--- src/rtl/parity_pkg.sv ---
// Shared types and defaults for the parity frame sequencer.
package parity_pkg;

    localparam int STATE_W       = 2;
    localparam int DEF_DATA_W    = 4;
    localparam int DEF_ERR_CNT_W = 8;

    typedef enum logic [STATE_W-1:0] {
        ST_IDLE   = 2'd0,
        ST_DATA   = 2'd1,
        ST_PARITY = 2'd2,
        ST_STOP   = 2'd3
    } state_e;

endpackage

--- src/rtl/parity_calc.sv ---
// Combinational even-parity check over a data word plus its parity bit.
module parity_calc #(
    parameter int DATA_W = 4
) (
    input  logic [DATA_W-1:0] data_in,
    input  logic              par_in,
    output logic              pec
);

    function automatic logic even_parity_err(input logic [DATA_W:0] v);
        return ^v;
    endfunction

    // XOR-reduce data and parity; a set result flags a parity error
    always_comb begin
        pec = even_parity_err({par_in, data_in});
    end

endmodule

--- src/rtl/parity_frame_sequencer.sv ---
// Serial receive sequencer: start, DATA_W data bits LSB first, even parity, stop.
// Optional macro STOP_CHECK_EN adds the ferr framing-error output.
module parity_frame_sequencer
    import parity_pkg::*;
#(
    parameter int DATA_W    = DEF_DATA_W,
    parameter int ERR_CNT_W = DEF_ERR_CNT_W
) (
    input  logic                 clk,
    input  logic                 rst,
    input  logic                 bit_en,
    input  logic                 serial_in,
    input  logic                 clr_cnt,
    output logic [DATA_W-1:0]    data_out,
    output logic                 p_out,
    output logic                 pec,
`ifdef STOP_CHECK_EN
    output logic                 ferr,
`endif
    output logic                 frame_valid,
    output logic                 busy,
    output logic [ERR_CNT_W-1:0] err_cnt
);

    localparam int IDX_W = (DATA_W > 1) ? $clog2(DATA_W) : 1;

    state_e                 state_q, state_d;
    logic [IDX_W-1:0]       bit_idx_q, bit_idx_d;
    logic [DATA_W-1:0]      shift_q, shift_d;
    logic                   par_q, par_d;
    logic [DATA_W-1:0]      data_out_q, data_out_d;
    logic                   p_out_q, p_out_d;
    logic                   pec_q, pec_d;
    logic                   frame_valid_q, frame_valid_d;
    logic                   busy_q, busy_d;
    logic [ERR_CNT_W-1:0]   err_cnt_q, err_cnt_d;
    logic                   err_inc_s;
    logic                   pec_s;
`ifdef STOP_CHECK_EN
    logic                   ferr_q, ferr_d;
`endif

    parity_calc #(.DATA_W(DATA_W)) u_parity_calc (
        .data_in (shift_q),
        .par_in  (par_q),
        .pec     (pec_s)
    );

    // Next-state, shift datapath and frame-completion outputs
    always_comb begin
        state_d       = state_q;
        bit_idx_d     = bit_idx_q;
        shift_d       = shift_q;
        par_d         = par_q;
        data_out_d    = data_out_q;
        p_out_d       = p_out_q;
        pec_d         = pec_q;
        frame_valid_d = 1'b0;
        err_inc_s     = 1'b0;
`ifdef STOP_CHECK_EN
        ferr_d        = ferr_q;
`endif
        if (bit_en) begin
            case (state_q)
                ST_IDLE: begin
                    if (!serial_in) begin
                        state_d   = ST_DATA;
                        bit_idx_d = '0;
                    end else begin
                        state_d = ST_IDLE;
                    end
                end
                ST_DATA: begin
                    shift_d[bit_idx_q] = serial_in;
                    if (bit_idx_q == IDX_W'(DATA_W - 1)) begin
                        state_d = ST_PARITY;
                    end else begin
                        bit_idx_d = bit_idx_q + IDX_W'(1);
                    end
                end
                ST_PARITY: begin
                    par_d   = serial_in;
                    state_d = ST_STOP;
                end
                ST_STOP: begin
                    data_out_d    = shift_q;
                    p_out_d       = par_q;
                    pec_d         = pec_s;
                    frame_valid_d = 1'b1;
                    state_d       = ST_IDLE;
`ifdef STOP_CHECK_EN
                    // A framing error suppresses the parity-error count
                    ferr_d    = ~serial_in;
                    err_inc_s = pec_s & serial_in;
`else
                    err_inc_s = pec_s;
`endif
                end
                default: begin
                    state_d = ST_IDLE;
                end
            endcase
        end else begin
            state_d = state_q;
        end
        busy_d = (state_d != ST_IDLE);
    end

    // Saturating error counter; clear has priority over increment
    always_comb begin
        err_cnt_d = err_cnt_q;
        if (clr_cnt) begin
            err_cnt_d = '0;
        end else if (err_inc_s && (err_cnt_q != {ERR_CNT_W{1'b1}})) begin
            err_cnt_d = err_cnt_q + ERR_CNT_W'(1);
        end else begin
            err_cnt_d = err_cnt_q;
        end
    end

    // State and output registers with synchronous reset
    always_ff @(posedge clk) begin
        if (rst) begin
            state_q       <= ST_IDLE;
            bit_idx_q     <= '0;
            shift_q       <= '0;
            par_q         <= 1'b0;
            data_out_q    <= '0;
            p_out_q       <= 1'b0;
            pec_q         <= 1'b0;
            frame_valid_q <= 1'b0;
            busy_q        <= 1'b0;
            err_cnt_q     <= '0;
`ifdef STOP_CHECK_EN
            ferr_q        <= 1'b0;
`endif
        end else begin
            state_q       <= state_d;
            bit_idx_q     <= bit_idx_d;
            shift_q       <= shift_d;
            par_q         <= par_d;
            data_out_q    <= data_out_d;
            p_out_q       <= p_out_d;
            pec_q         <= pec_d;
            frame_valid_q <= frame_valid_d;
            busy_q        <= busy_d;
            err_cnt_q     <= err_cnt_d;
`ifdef STOP_CHECK_EN
            ferr_q        <= ferr_d;
`endif
        end
    end

    assign data_out    = data_out_q;
    assign p_out       = p_out_q;
    assign pec         = pec_q;
    assign frame_valid = frame_valid_q;
    assign busy        = busy_q;
    assign err_cnt     = err_cnt_q;
`ifdef STOP_CHECK_EN
    assign ferr        = ferr_q;
`endif

endmodule

--- config.mk ---
export PLATFORM = sky130hd
export DESIGN_NAME = parity_frame_sequencer
export DESIGN_NICKNAME = d
export VERILOG_FILES = /design/src/rtl/parity_pkg.sv /design/src/rtl/parity_calc.sv /design/src/rtl/parity_frame_sequencer.sv
export SDC_FILE = /design/constraint.sdc
export NUM_CORES = 1
export LEC_CHECK = 0
export CAP_MARGIN = 20
export CORE_MARGIN = 5
export CORE_UTILIZATION = 51
export CTS_CLUSTER_SIZE = 40
export DETAILED_ROUTE_END_ITERATION = 8
export PLACE_DENSITY = 0.77
export SLEW_MARGIN = 25
export SYNTH_ARGS = -nofsm -noshare
export SYNTH_HDL_FRONTEND = slang
export SYNTH_SLANG_ARGS = --single-unit
--- constraint.sdc ---
create_clock -name clk -period 2.35 [get_ports clk]
set_input_delay 0.5875 -clock clk [delete_from_list [all_inputs] [get_ports clk]]
set_output_delay 0.5875 -clock clk [all_outputs]
set_load 0.005 [all_outputs]
== Yosys cells after proc, flatten, opt, wreduce, memory -nomap -nowiden ==
Index checks and enable logic that the tools add are counted.
Word-level totals
  bits of input ports: 5
  output and inout port bits: 16
  logic and storage cells: 47
  register bits after elaboration: 25
Cells by class
  $lt $le $gt $ge: 2
  add/sub/neg operators: 2
  muxes and demuxes: 13
  bitwise logic cells: 1
  reductions and logical operators: 12
  eq/ne operators: 7
Operators with widths (number)
  $add 8x1->8 const B: 1
  $mux 2: 4
  $ne 8x8->1 const B: 1
  $pmux 2 s4: 1
  $eq 2x2->1 const B: 3
  $reduce_and 2->1: 3
  $mux 1: 5
  $reduce_xor 5->1: 1
  $bwmux 4: 1
  $ne 2x2->1 const B: 2
  $pmux 2 s2: 1
  $reduce_and 4->1: 1
  $reduce_bool 2->1: 2
  $reduce_or 2->1: 2
  $lt 2x3->1 const B: 1
  $add 2x1->2 const B: 1
  $demux 1 s2: 1
  $eq 2x1->1 const B: 1
  $ge 2x1->1 const B: 1
  $logic_and 1x1->1: 2
  $logic_not 2->1: 1
  $not 1->1: 1

== Depth between registers and ports, before layout ==
  depth in word-level cells: 5
  mapped depth: 6

== By module ==
A second synthesis with hierarchy kept.
Second synthesis, totals
  cells, all modules: 124
  area total of the unflattened synthesis: 1158.6 um^2
Modules (own cells, without submodules)
  parity_frame_sequencer: instances 1, area each 1118.6 um^2, cells each 121, seq. area each 500.5 um^2
  parity_calc: instances 1, area each 40.0 um^2, cells each 3, seq. area each 0.0 um^2

== Least setup slack after synthesis ==
Ideal clock, no wire load.
  path type: reg-to-reg
  start point: register state_q[0]
  end point: register bit_idx_q[1]
  cell stages (with the launch flop): 6
  setup time: 0.070 ns
  slack: 0.687 ns
  arrival time: 1.592 ns
  cell sequence: dfxtp_1 > clkbuf_1 > mux2i_1 > nand3b_1 > or4b_2 > a21oi_1
Between the ends
  longest elaborated chain between the ends: 3
  elaborated cells between the ends (all ways): 7
  those cells by class: eq/ne (3); mux (1); reduce/logical (3)
Ends and longest elaborated chain
  from (decl): RTL line parity_frame_sequencer.sv:27  | state_e state_q, state_d;
  from (signal assigned): RTL line parity_frame_sequencer.sv:138  | state_q <= state_d;
  $eq 2x1->1 / $logic_not 2->1 (equally long branches): RTL line parity_frame_sequencer.sv:64  | case (state_q)
  $ne 2x2->1 (no line) / $reduce_bool 2->1 (equally long branches)
  $reduce_and 4->1 (no line)
  to (signal assigned): RTL line parity_frame_sequencer.sv:139  | bit_idx_q <= bit_idx_d;
  to (decl): RTL line parity_frame_sequencer.sv:28  | logic [IDX_W-1:0] bit_idx_q, bit_idx_d;
Parallel ways exist; a longest one is shown, timed or not.
A chain may end at the register's enable or synchronous reset.

== Worst setup path in the final report ==
  start point: input port bit_en
  end point: register err_cnt_q[2], in the netlist err_cnt[2]
Between the ends
  longest elaborated chain between the ends: 2
Ends and longest elaborated chain
  from (decl): RTL line parity_frame_sequencer.sv:11  | input logic bit_en,
  $mux 1: RTL line parity_frame_sequencer.sv:63  | if (bit_en) begin
  $logic_and 1x1->1: RTL line parity_frame_sequencer.sv:114  | end else if (err_inc_s && (err_cnt_q != {ERR_CNT_W{1'b1}})) begin
  to (signal assigned): RTL line parity_frame_sequencer.sv:147  | err_cnt_q <= err_cnt_d;
  to (decl): RTL line parity_frame_sequencer.sv:36  | logic [ERR_CNT_W-1:0] err_cnt_q, err_cnt_d;
Every way passes these cells.

==> impl_metrics.toml <==
[route]
num_vias = 1088
wirelength_um = 2510
drt-wirelength-per-cell_um = 12.7
remaining_drc_errors = 0
drtAntennaViolNets = 0
drtIter0Drc = 36
firstDrtPassIters = 4
vias_per_cell = 5.49

[global_routing]
first_global_vias = 981
antenna_found_initial = 0
grt_max_degree = 15
track_usage_pct = 15.7
grt_pass1_wl_um = 4310
grt-ovfl-total = 0

[clock_network]
cts.clk_slew.worst_paths_ns = 0.13
tritoncts = "yes"
postCtsHoldBufs = 0
htreeDepth = 1
cts_resized = 0
postCtsSetupRepairBufs = 0
cts.sinks = 25
clkLatencyLatePin_ns = 0.31
cts_buffers = 3
cts_root_buf = "clkbuf_4"
cts_buffer_depth = 2

[power_and_ir_drop]
peakVddDrop_uv = 313
p_leak_nw = 0.501
p_per_area_nw_per_um2 = 442

[sta]
clock_skew_ns = 0.00284
worst_slew_pin_slew_ns = 0.696
fin_crit_sh_pct = 85.3
rsz0062_at_grt = "no"
finalSetupTns_ns = 0
finalHoldViolations = 0
timing.fmax_mhz = 499
report.final.slew_viol_count = 0
max_slew_margin_pct = 53.5
fin_crit_ns = 2.00
finalSetupViolations = 0

[floorplan]
fp.dieW_um = 59.2
boundaryPins = 21
die-area_um2 = 3510
chipHeight_um = 59.2
initial_utilization_pct = 54.8
coreArea_um2 = 2250
rows = 17

[outcome]
status = "complete, no violations"

[yosys]
netlist.top_cell.by_area = "dfxtp_1"
synth-edff-count = 0
yosys.cell_types.count = 33
ys.flop_type = "dfxtp_1"
synth_area_leaders = "dfxtp_1 41%, nand2_1 8.8%, a21oi_1 6.5%"
ys_warn_count = 0
syn-cell-area_um2 = 1230
syn_area_per_cell_um2 = 8.23
syn_nets = 160
synthCells = 150
synth_top_area_share_pct = 40.5
synth_seq_cells = 25
async_flop_share_pct = 0
seq_area_frac_synth_pct = 40.5

[finish]
finish.utilization_pct = 66.1
nNetsFinal = 181
layout_commonest_cell = "nand2_1"
antenna-diode-count = 0
area_growth_pct = 20.7
final_cell_mix = "29 x nand2_1, 25 x dfxtp_1, 20 x clkdlybuf4s50_1"
final.fill_count = 202
post_route_cells_drive_above_1_share_pct = 7.65

[place]
gp_congestion = 0.875
dp_hpwl_um = 1960
port_buffers = 20

[hold_path]
min_path_type = "flip-flop to flip-flop"

[worst_setup_path]
worstSetupPathType = "input port to flip-flop"
critPathLaunchType = "input port"
crit_arrival_ns = 2.25
cp-end-kind = "flip-flop"
crit_fanout = 8
ff2ff_setup_slack_ns = 0.48
worstPathRequired_ns = 2.60

[job]
maxCapViolCount = 0
[sequential cells by signal, summed over array words and instances (netlist names)]
register     flops
data_out         4
err_cnt          8
bit_idx_q        2
shift_q          4
par_q            1
pec              1
state_q          2
busy             1
frame_valid      1
p_out            1
[per-stage QoR]
step,std cells,worst slack (ns),hold WS (ns),total power [mW],cell area [um2]
final,198,0.346,0.469,0.659,1490
after global placement,194,0.131,0.444,0.482,1460
after floorplan,150,0.687,0.445,0.465,1230
after global routing,198,0.256,0.504,0.692,1490
after detailed placement,194,0.0744,0.452,0.484,1460
after CTS,198,0.400,0.470,0.670,1490
[power breakdown]
part / internal (mW) / switching [mW]
registers: 0.427 / 0.00433
clock network: 0.0635 / 0.121
logic: 0.0195 / 0.0230
[critical path: stages]
cell	delay (ns)
clkdlybuf4s50_1	0.60
nand3_2	0.19
a2111oi_0	0.57
o211ai_1	0.15
a21oi_1	0.16
[logic make-up after synthesis]
group           synth area share (%)
fa+ha+maj                       5.07
simple gates                    27.7
buf+inv                         4.86
flops                           40.5
xor+xnor                        3.34
compound gates                  12.9
mux                             5.67
[cell type report]
class	count	area (um2)	area share [%]
Timing Repair Buffer	24	230	15.4
Clock buffer	3	22.5	1.51
Tap cell	28	35.0	2.35
Sequential cell	25	500	33.6
Inverter	6	22.5	1.51
Clock inverter	1	5.00	0.336
Multi-Input combinational cell	111	674	45.3
[layer usage]
| metal | wire, um | up-vias | track usage (%) |
|---|---|---|---|
| met4 | 17 | 0 | 4.85 |
| met1 | 1190 | 502 | 20.8 |
| met2 | 1210 | 21 | 25.9 |
| li1 | - | 563 | - |
| met3 | 92 | 2 | 2.61 |
| met5 | 0 | - | 0 |
[worst paths after layout]
| path | start | end | depth (start not counted) |
|---|---|---|---|
| max | bit_en | err_cnt[2] | 5 |
| min | data_out[3] | data_out[3] | 2 |
| max reg2reg | par_q | err_cnt[4] | 4 |
| min reg2reg | data_out[3] | data_out[3] | 2 |
[synthesized netlist by cell type, types with 2 or more instances]
cell type / instances
clkbuf_1: 6
nor2_1: 8
nand3_1: 8
inv_1: 6
or4_1: 2
mux2i_1: 7
nor4_1: 3
or3_1: 3
nor3_1: 3
dfxtp_1: 25
a21oi_1: 16
and3_1: 3
nand2_1: 29
or2_2: 2
o21ai_0: 4
ha_1: 5
o31ai_1: 3
xor2_1: 2
(Power assumes the default switching activity.)
